===== config.mk =====
export PLATFORM = sky130hd
export DESIGN_NAME = ttc_count_rst_multi
export DESIGN_NICKNAME = d
export VERILOG_FILES = /design/src/rtl/ttc_count_rst_multi.sv
export SDC_FILE = /design/constraint.sdc
export NUM_CORES = 1
export LEC_CHECK = 0
export BUFFER_PORTS_ARGS = -buffer_cell sky130_fd_sc_hd__buf_4
export CORE_MARGIN = 2
export CORE_UTILIZATION = 60
export DETAILED_ROUTE_END_ITERATION = 7
export PLACE_DENSITY = 0.83
export REMOVE_ABC_BUFFERS = 1
export SETUP_SLACK_MARGIN = 0.3
export SLEW_MARGIN = 30
export SYNTH_ARGS = -nofsm -noshare
export SYNTH_HDL_FRONTEND = slang
export SYNTH_SLANG_ARGS = --single-unit

===== constraint.sdc =====
create_clock -name pclk -period 8.95 [get_ports pclk]
set_input_delay 0.895 -clock pclk [delete_from_list [all_inputs] [get_ports pclk]]
set_output_delay 0.895 -clock pclk [all_outputs]
set_load 0.01 [all_outputs]

===== src/rtl/ttc_count_rst_multi.sv =====
// Per-channel clock control register, restart edge detect and power-of-two
// prescaler producing the registered count-enable strobe for each TTC counter.
module ttc_count_rst_multi #(
  parameter int NUM_CH   = 3,
  parameter int CTRL_W   = 7,
  parameter int PS_SEL_W = 4
) (
  input  logic                     pclk,
  input  logic                     p_reset,
  input  logic [CTRL_W-1:0]        pwdata,
  input  logic [NUM_CH-1:0]        clk_ctrl_reg_sel,
  input  logic [NUM_CH-1:0]        restart,
  output logic [NUM_CH-1:0]        count_en_out,
  output logic [NUM_CH*CTRL_W-1:0] clk_ctrl_reg_out
);

  localparam int PS_CNT_W = 2**PS_SEL_W;
  localparam logic [PS_CNT_W:0]   TERM_ONE = (PS_CNT_W+1)'(1);
  localparam logic [PS_CNT_W-1:0] CNT_ONE  = PS_CNT_W'(1);

  for (genvar i = 0; i < NUM_CH; i++) begin : g_ch
    logic [CTRL_W-1:0]   clk_ctrl_reg;
    logic                restart_var;
    logic [PS_CNT_W-1:0] ps_cnt;
    logic                count_en;
    logic                ps_en;
    logic [PS_SEL_W-1:0] ps_sel;
    logic                restart_rise;
    logic                sync_ev;
    logic [PS_CNT_W:0]   term;

    assign ps_en        = clk_ctrl_reg[0];
    assign ps_sel       = clk_ctrl_reg[PS_SEL_W:1];
    assign restart_rise = restart[i] & ~restart_var;
    assign sync_ev      = restart_rise | clk_ctrl_reg_sel[i];

    // N = 2**(ps_sel+1) only fits in PS_CNT_W+1 bits; T = N-1 always fits ps_cnt
    assign term = ((TERM_ONE << ps_sel) << 1) - TERM_ONE;

    always_ff @(posedge pclk) begin
      if (p_reset) begin
        clk_ctrl_reg <= '0;
        restart_var  <= 1'b0;
        ps_cnt       <= '0;
        count_en     <= 1'b0;
      end else begin
        if (clk_ctrl_reg_sel[i]) begin
          clk_ctrl_reg <= pwdata;
        end
        restart_var <= restart_rise | (restart[i] & restart_var);

        if (sync_ev) begin
          ps_cnt   <= '0;
          count_en <= 1'b0;
        end else if (!ps_en) begin
          ps_cnt   <= '0;
          count_en <= 1'b1;
        end else if ({1'b0, ps_cnt} == term) begin
          ps_cnt   <= '0;
          count_en <= 1'b1;
        end else begin
          ps_cnt   <= ps_cnt + CNT_ONE;
          count_en <= 1'b0;
        end
      end
    end

    assign count_en_out[i]                        = count_en;
    assign clk_ctrl_reg_out[i*CTRL_W +: CTRL_W]   = clk_ctrl_reg;
  end

endmodule

==> impl_metrics.ini, run 1 <==
[run_status]
outcome = finished clean

[pwr]
peakVddDrop_mv = 0.09882
powerDensity_nw_per_um2 = 157.2
leakage_uw = 0.001824

[detailed_routing]
drt_pass1_iterations = 5
drc = 0
routedWlPerCell_um = 14.74
wl_met3_um = 547
dr_wl_met2_mm = 4.602
maxUsedRoutingLayer = met4
drt_iter0_drc = 318
wl_met1_mm = 4.515
vias_per_cell = 5.799
vias = 3891
drtAntennaViolNets = 0
drt-total-wl_mm = 9.892

[placed_design]
io_buffers = 38
place.gp.congestion = 0.9750
dpl.hpwl_mm = 6.918
placedCellCount = 655

[setup_path]
path_buf_inv = 0
slowest_delay_ns = 0.84
worstSetupPathType = reg2reg
required_ns = 9.23
cp_top_family = simple AND/OR/NAND/NOR gates
reg2reg_depth = 8
crit_arrival_ns = 4.09
r2r_slack_ns = 5.14
crit_fanout = 24
cp-end-kind = flop
cp_cell_sequence = or4b_2 -> ha_1 -> xor2_1 -> o21ai_0 -> or3_1 -> or4_4 -> o41ai_4 -> and2_1
start_kind = flop
reg2reg_to = g_ch[1].count_en
r2r-start = g_ch[1].clk_ctrl_reg[3]
cp_slowest_cell = o41ai_4

[clock_network]
htree_num_levels = 3
cts_buffer_depth = 2
hold_buffers = 0
insertion_delay_ns = 0.35
cts_tree = done
ctsRootBufferMaster = clkbuf_8
clk_pin_slew_ns = 0.08
clock_sinks = 75
cts_buffers = 9
cts_setup_buffers = 0
ctsResizeCount = 0

[layout]
final_cells = 671
largest_reg_flops = 48
area_growth_pct = 11.06
final_util_pct = 68.13
n_antenna_cell = 0
nets = 588
nFillCells = 589
final_layout_size_suffix_gt1_share_pct = 11.36

[global_route]
grt_max_degree = 28
grt_antenna_before_repair = 0
grt_pass1_vias = 3394
grt_use_total_pct = 26.09
grt_pass1_wl_mm = 16.38
grt_overflow = 0

[timing]
fin_crit_ns = 3.806
finalSetupViolCount = 0
maxSlewViolCount = 0
finalClockSkew_ns = 0.008646
layout_worst_path_cycle_share_pct = 42.52
rsz0062_at_grt = false
worst_pin_slew_ns = 0.8571
hold_viol = 0
setup_tns_ns = 0
slew_headroom_pct = 42.67
clock.fmax_ghz = 0.2628

[die]
coreArea_um2 = 7176
rows = 31
die_x_um = 89.65
ioPinCount = 39
die_y_um = 89.65
die_area_um2 = 8037
start_util_pct = 61.34

[worst_hold_path]
hp-class = reg2reg
min_from = g_ch[2].ps_cnt[0]
hold_path_depth = 1
holdPathEnd = g_ch[2].ps_cnt[0]

[synth]
synth-seq-area-share_pct = 34.11
ys.flop_type = dfxtp_1
synthArstFlopShare_pct = 0
netlist_instances = 555
synth-edff-count = 0
ys_types = 59
synth_seq_cells = 75
synth_warnings = 0
syn_area_um2 = 4402
synth_area_per_cell_um2 = 7.931

[job]
cap_violations = 0
## power breakdown
part           switching [µW]  internal [µW]
Clock                     124            188
Combinational            50.5           46.7
Sequential               18.7            341
Total                     194            575
## layout make-up
type,instances,area [µm²],share of cell area [%]
clock buffer,13,178.9,3.660
clock inverter,3,67.56,1.382
inverter,16,60.06,1.229
multi-input combinational,424,2649,54.18
sequential,75,1501,30.71
tap,99,123.9,2.534
timing repair buffer,41,307.8,6.296
## worst register-to-register path: cells and delay by family (launching register included)
family                     cells  cell delay [ns]
AOI/OAI and AO/OA              2             0.93
xor gates and xnor gates       1             0.15
adders and majority gates      1             0.31
DFF                            1             0.55
and+or+nand+nor                4             1.81
## cell usage after synthesis (3+ instances only)
| library cell | instances | area share [%] |
|---|---|---|
| xnor2_1 | 34 | 6.8 |
| o22ai_1 | 4 | 0.57 |
| buf_4 | 4 | 0.68 |
| nand3_1 | 28 | 3.2 |
| and3_1 | 9 | 1.3 |
| or3_1 | 5 | 0.71 |
| o31ai_1 | 5 | 0.85 |
| o211ai_1 | 5 | 0.85 |
| a211oi_1 | 4 | 0.68 |
| o21a_1 | 6 | 1.0 |
| nor3b_1 | 4 | 0.68 |
| nand2_1 | 44 | 3.8 |
| a21oi_1 | 15 | 1.7 |
| inv_1 | 16 | 1.4 |
| nor3_1 | 18 | 2.0 |
| and2_1 | 9 | 1.3 |
| nand2b_1 | 5 | 0.71 |
| xor2_1 | 33 | 6.6 |
| nor2b_1 | 8 | 1.1 |
| ha_1 | 6 | 1.7 |
| and4_1 | 3 | 0.60 |
| mux2i_1 | 21 | 4.8 |
| buf_6 | 3 | 0.77 |
| dfxtp_1 | 75 | 34 |
| buf_2 | 9 | 1.0 |
| clkbuf_1 | 20 | 1.7 |
| o21ai_0 | 23 | 2.6 |
| nand4_1 | 10 | 1.4 |
| buf_1 | 4 | 0.34 |
| nor4b_1 | 3 | 0.60 |
| nor2_1 | 89 | 7.6 |
## layout by cell type (no fill, tap or decap), types with 6 or more instances in the layout
| cell | count |
|---|---|
| and2_1 | 9 |
| xnor2_1 | 34 |
| nor3_1 | 18 |
| o21a_1 | 6 |
| nand4_1 | 10 |
| a21oi_1 | 15 |
| nand3_1 | 28 |
| ha_1 | 6 |
| o21ai_0 | 23 |
| xor2_1 | 33 |
| clkbuf_8 | 13 |
| mux2i_1 | 21 |
| dfxtp_1 | 75 |
| inv_1 | 16 |
| nand2_1 | 44 |
| buf_4 | 41 |
| and3_1 | 9 |
| nor2_1 | 89 |
| nor2b_1 | 8 |
## through the flow
stage	hold slack [ns]	power (µW)	worst slack, ns	area [µm²]
2_1_floorplan	0.4346	426.0	5.503	4203
3_3_place_gp	0.4760	457.7	5.222	4634
3_5_place_dp	0.4752	462.2	5.152	4634
4_1_cts	0.4957	772.1	5.144	4881
5_1_grt	0.5147	800.6	4.915	4888
6_report	0.4972	768.6	5.144	4888
## per-layer routing
metal / vias to the layer above / global-route usage [%]
met5: - / 0
met4: 0 / 10.72
met3: 18 / 3.291
met2: 130 / 40.37
met1: 1821 / 36.84
li1: 1922 / -
## worst max-delay path by stage
stage / startpoint / end / slack, ns / cells past startpoint
after CTS: g_ch[1].clk_ctrl_reg[3] / g_ch[1].count_en / 5.14 / 8
after floorplan: g_ch[1].clk_ctrl_reg[3] / g_ch[1].count_en / 5.50 / 8
after detailed placement: g_ch[1].clk_ctrl_reg[3] / g_ch[1].count_en / 5.15 / 8
after global routing: g_ch[1].clk_ctrl_reg[3] / g_ch[1].count_en / 4.92 / 8
final: g_ch[1].clk_ctrl_reg[3] / g_ch[1].count_en / 5.14 / 8
after global placement: g_ch[1].clk_ctrl_reg[3] / g_ch[1].count_en / 5.22 / 8
## cells by family after synthesis
| family | after synthesis | synth area share, % |
|---|---|---|
| adder cells (fa/ha/maj) | 7 | 1.933 |
| AO/OA/AOI/OAI | 84 | 13.02 |
| XOR/XNOR | 67 | 13.33 |
| multiplexers | 21 | 4.775 |
| buffers and inverters | 56 | 5.884 |
| AND/OR/NAND/NOR | 245 | 26.95 |
| flip-flops | 75 | 34.11 |
No activity file was read; power rests on OpenSTA's default activity.
==> run 2: changes to the inputs <==
==> constraint.sdc (replaced) <==
create_clock -name pclk -period 3.7 [get_ports pclk]
set_input_delay 0.37 -clock pclk [delete_from_list [all_inputs] [get_ports pclk]]
set_output_delay 0.37 -clock pclk [all_outputs]
set_load 0.01 [all_outputs]
==> run 2 against run 1 <==
Effect of this change: combinational power rose to 2.8 times the previous value; total power rose by 130%; sequential power rose by 140%; register-to-register slack got worse by 4.7 ns; cell area rose by 1.1%; critical path type unchanged; critical endpoint unchanged.
==> impl_metrics.ini, run 2 (synthesized netlist as in run 1, its figures left out) <==
[timing]
layout_worst_path_cycle_share_pct = 88.46
fin_crit_ns = 3.273
finalClockSkew_ns = 0.009221
rsz0062_at_grt = false
setup_tns_ns = 0
worst_pin_slew_ns = 0.5530
slew_headroom_pct = 63.08
hold_viol = 0
finalSetupViolCount = 0
clock.fmax_ghz = 0.3055
maxSlewViolCount = 0

[setup_path]
crit_fanout = 17
required_ns = 4.00
cp-end-kind = flop
worstSetupPathType = reg2reg
crit_arrival_ns = 3.58
start_kind = flop
reg2reg_depth = 9

[detailed_routing]
drt-total-wl_mm = 10.15
drc = 0
vias = 4007
drt_iter0_drc = 176
drt_pass1_iterations = 7
routedWlPerCell_um = 14.85
drtAntennaViolNets = 0
vias_per_cell = 5.867

[layout]
area_growth_pct = 12.31
largest_reg_flops = 48
final_cells = 683
final_layout_size_suffix_gt1_share_pct = 13.36
layout_commonest_cell = nor2_1
n_antenna_cell = 0
nets = 600
register_area_um2 = 1504
final_cell_mix = nor2_1, dfxtp_1, buf_4
nFillCells = 563
multi_input_area_um2 = 2641

[die]
rows = 31
coreArea_um2 = 7176
die_x_um = 89.65
die_area_um2 = 8037
ioPinCount = 39
die_y_um = 89.65
start_util_pct = 61.34

[placed_design]
io_buffers = 38
place.gp.congestion = 0.9047
placedCellCount = 667
dpl.hpwl_mm = 7.053

[clock_network]
cts_setup_buffers = 0
hold_buffers = 0
clock_sinks = 75
insertion_delay_ns = 0.35
ctsRootBufferMaster = clkbuf_8
htree_num_levels = 3
cts_buffer_depth = 2
cts_tree = done
clk_pin_slew_ns = 0.08
cts_buffers = 9

[job]
cap_violations = 0

[global_route]
grt_max_degree = 28
grt_use_total_pct = 26.34
grt_pass1_wl_mm = 16.57
grt_pass1_vias = 3628
grt_overflow = 0
grt_antenna_before_repair = 0

[pwr]
powerDensity_nw_per_um2 = 361.0
leakage_uw = 0.001873
peakVddDrop_mv = 0.2265

[worst_hold_path]
hp-class = in2reg
hold_path_depth = 2

[run_status]
outcome = finished clean
## run 2: cell count changes in the layout (fill, tap and decap cells not counted)
cell and change:
buf_4 +11, buf_6 +1, bufinv_16 -1, clkbuf_8 -1, clkinv_2 +2, dfxtp_1 -2
dfxtp_2 +2, o311ai_1 +1, o311ai_2 -1
## run 2: worst max-delay path, stage by stage, from the launching register on
cell     delay, ns
dfxtp_1       0.39
or4b_2        0.68
ha_1          0.32
xor2_1        0.15
o21ai_0       0.10
or3_1         0.31
or4_4         0.53
o41ai_4       0.37
buf_6         0.22
and2_1        0.14
## run 2: worst paths after layout
path                              end  slack, ns                    start
setup / recovery     g_ch[1].count_en       0.43  g_ch[1].clk_ctrl_reg[3]
hold / removal    g_ch[1].restart_var       0.25               restart[1]
setup reg to reg     g_ch[1].count_en       0.43  g_ch[1].clk_ctrl_reg[3]
hold reg to reg     g_ch[2].ps_cnt[0]       0.49  g_ch[2].clk_ctrl_reg[0]
## run 2: final cells by class
cell class / count / area share [%]
Sequential cell: 75 / 30.42
Multi-Input combinational cell: 424 / 53.43
Clock buffer: 12 / 3.341
Clock inverter: 4 / 0.9618
Inverter: 16 / 1.215
Tap cell: 99 / 2.506
Timing Repair Buffer: 53 / 8.125
## run 2: where the power goes
part           total [µW]  switching, µW  internal, µW
clock                 671            306           365
combinational         268            147           121
sequential            846           21.4           824
total                1780            474          1310
## run 2: routing by layer
layer / global-route usage (%) / vias up / routed length [µm] / part of all wire (%)
met5: 0 / - / 0 / 0
met4: 11.53 / 0 / 212 / 2.1
met3: 4.296 / 21 / 557 / 5.5
met2: 41.78 / 139 / 4805 / 47
met1: 35.46 / 1894 / 4570 / 45
li1: - / 1953 / - / -
## run 2: through the flow
step / area [µm²] / utilization (%) / worst slack, ns / total power, µW / hold WS [ns]
3_5_place_dp: 4725 / 65.84 / 0.3709 / 1128 / 0.4853
2_1_floorplan: 4203 / - / 0.2527 / 1030 / 0.4346
4_1_cts: 4937 / 68.81 / 0.3571 / 1790 / 0.2385
6_report: 4943 / 68.89 / 0.4271 / 1784 / 0.2460
5_1_grt: 4943 / 68.89 / 0.3010 / 1852 / 0.2580
3_3_place_gp: 4725 / 65.84 / 0.5028 / 1118 / 0.4735
## run 2: timing repair
action	4_1_cts	5_1_grt
setup endpoints to repair	0	17
gates resized for setup	0	3
endpoints found under the hold margin	0	0
==> run 3: changes to the inputs <==
--- a/config.mk
+++ b/config.mk
@@ -6,10 +6,10 @@
 export NUM_CORES = 1
 export LEC_CHECK = 0
 export BUFFER_PORTS_ARGS = -buffer_cell sky130_fd_sc_hd__buf_4
-export CORE_MARGIN = 2
+export CORE_MARGIN = 1.5
 export CORE_UTILIZATION = 60
 export DETAILED_ROUTE_END_ITERATION = 7
-export PLACE_DENSITY = 0.83
+export PLACE_DENSITY_LB_ADDON = 0.12
 export REMOVE_ABC_BUFFERS = 1
 export SETUP_SLACK_MARGIN = 0.3
 export SLEW_MARGIN = 30
==> run 3 against run 2 <==
Effect of this change: register-to-register slack about the same; sequential power about the same; cell area decreased by 1.1%; core utilization decreased by 0.75 points; combinational power about the same; critical endpoint is now g_ch[1].ps_cnt[2].
==> impl_metrics.ini, run 3 (synthesized netlist as in run 1, its figures left out) <==
[die]
die_y_um = 88.65
start_util_pct = 61.34
rows = 31
ioPinCount = 39
die_area_um2 = 7859
die_x_um = 88.65
coreArea_um2 = 7176

[global_route]
grt_pass1_wl_mm = 15.36
grt_overflow = 0
grt_pass1_vias = 3301
grt_antenna_before_repair = 0
grt_use_total_pct = 24.83
grt_max_degree = 28

[job]
cap_violations = 0

[layout]
largest_reg_flops = 48
layout_commonest_cell = nor2_1
area_growth_pct = 11.09
n_antenna_cell = 0
nets = 596
final_cell_mix = nor2_1, dfxtp_1, buf_4
final_layout_size_suffix_gt1_share_pct = 12.59

[timing]
finalSetupViolCount = 0
clock.fmax_ghz = 0.3066
slew_headroom_pct = 54.93
worst_pin_slew_ns = 0.6751
finalClockSkew_ns = 0.009904
fin_crit_ns = 3.261
setup_tns_ns = 0
layout_worst_path_cycle_share_pct = 88.15
maxSlewViolCount = 0
hold_viol = 0
rsz0062_at_grt = false

[setup_path]
cp-end-kind = flop
crit_fanout = 17
start_kind = flop
crit_arrival_ns = 3.49
required_ns = 3.93
worstSetupPathType = reg2reg

[detailed_routing]
drt-total-wl_mm = 9.556
vias_per_cell = 5.661
routedWlPerCell_um = 14.07
drt_iter0_drc = 160
drtAntennaViolNets = 0
drc = 0
drt_pass1_iterations = 4
vias = 3844

[worst_hold_path]
hp-class = in2reg

[clock_network]
cts_buffer_depth = 2
clk_pin_slew_ns = 0.09
cts_tree = done
cts_setup_buffers = 0
htree_num_levels = 3
clock_sinks = 75
hold_buffers = 0
ctsRootBufferMaster = clkbuf_8
ctsResizeCount = 0
insertion_delay_ns = 0.34
cts_buffers = 9

[placed_design]
dpl.hpwl_mm = 6.829
io_buffers = 38
place.gp.congestion = 0.8803

[pwr]
powerDensity_nw_per_um2 = 346.3
peakVddDrop_mv = 0.2259
leakage_uw = 0.001842
power_uw = 1693

[run_status]
outcome = finished clean
## run 3: cell types whose count changed in the layout (fill, tap and decap cells not counted), moves of 2 or more
cell      delta
inv_6        +2
buf_4        -3
dfxtp_1      +2
inv_8        +2
dfxtp_2      -2
clkbuf_8     -3
## run 3: layout make-up
type,instances,area (µm²)
tap,99,123.9
clock inverter,7,58.81
multi-input combinational,424,2654
inverter,16,60.06
sequential,75,1501
timing repair buffer,49,367.9
clock buffer,9,123.9
fill,620,2286
## run 3: path summary, 6_finish.rpt
kind | from | to | slack, ns | depth (start not counted)
worst max-delay path | g_ch[1].clk_ctrl_reg[3] | g_ch[1].ps_cnt[2] | 0.44 | 9
worst min-delay path | restart[2] | g_ch[2].restart_var | 0.27 | 2
worst max register to register | g_ch[1].clk_ctrl_reg[3] | g_ch[1].ps_cnt[2] | 0.44 | 9
worst min register to register | g_ch[2].clk_ctrl_reg[0] | g_ch[2].ps_cnt[0] | 0.50 | 2
## run 3: through the flow
stage	hold slack (ns)	utilization (%)	worst slack, ns	std cells	cell area (µm²)
3_3_place_gp	0.4753	65.49	0.5122	663	4700
6_report	0.2662	68.14	0.4386	679	4890
2_1_floorplan	0.4346	-	0.2527	515	4203
5_1_grt	0.2350	68.14	0.3379	679	4890
3_5_place_dp	0.4798	65.49	0.4635	663	4700
4_1_cts	0.2390	68.04	0.4348	679	4882
## run 3: worst max-delay path, cell delays in order (launching register included)
cell     delay [ns]
dfxtp_1        0.41
or4b_2         0.66
ha_1           0.31
xor2_1         0.14
o21ai_0        0.09
or3_1          0.31
or4_4          0.54
o41ai_4        0.34
buf_4          0.26
nor2_1         0.09
## run 3: power by group
group	internal [µW]	total, µW	switching (µW)
combinational	120	265	146
sequential	824	845	21.6
clock	256	583	326
total	1200	1690	494
## run 3: routing by layer
metal | GRT usage, % | vias up | wire, µm
li1 | - | 1943 | -
met1 | 32.13 | 1819 | 4283
met2 | 40.29 | 66 | 4792
met3 | 4.944 | 16 | 282
met4 | 10.51 | 0 | 198
met5 | 0 | - | 0
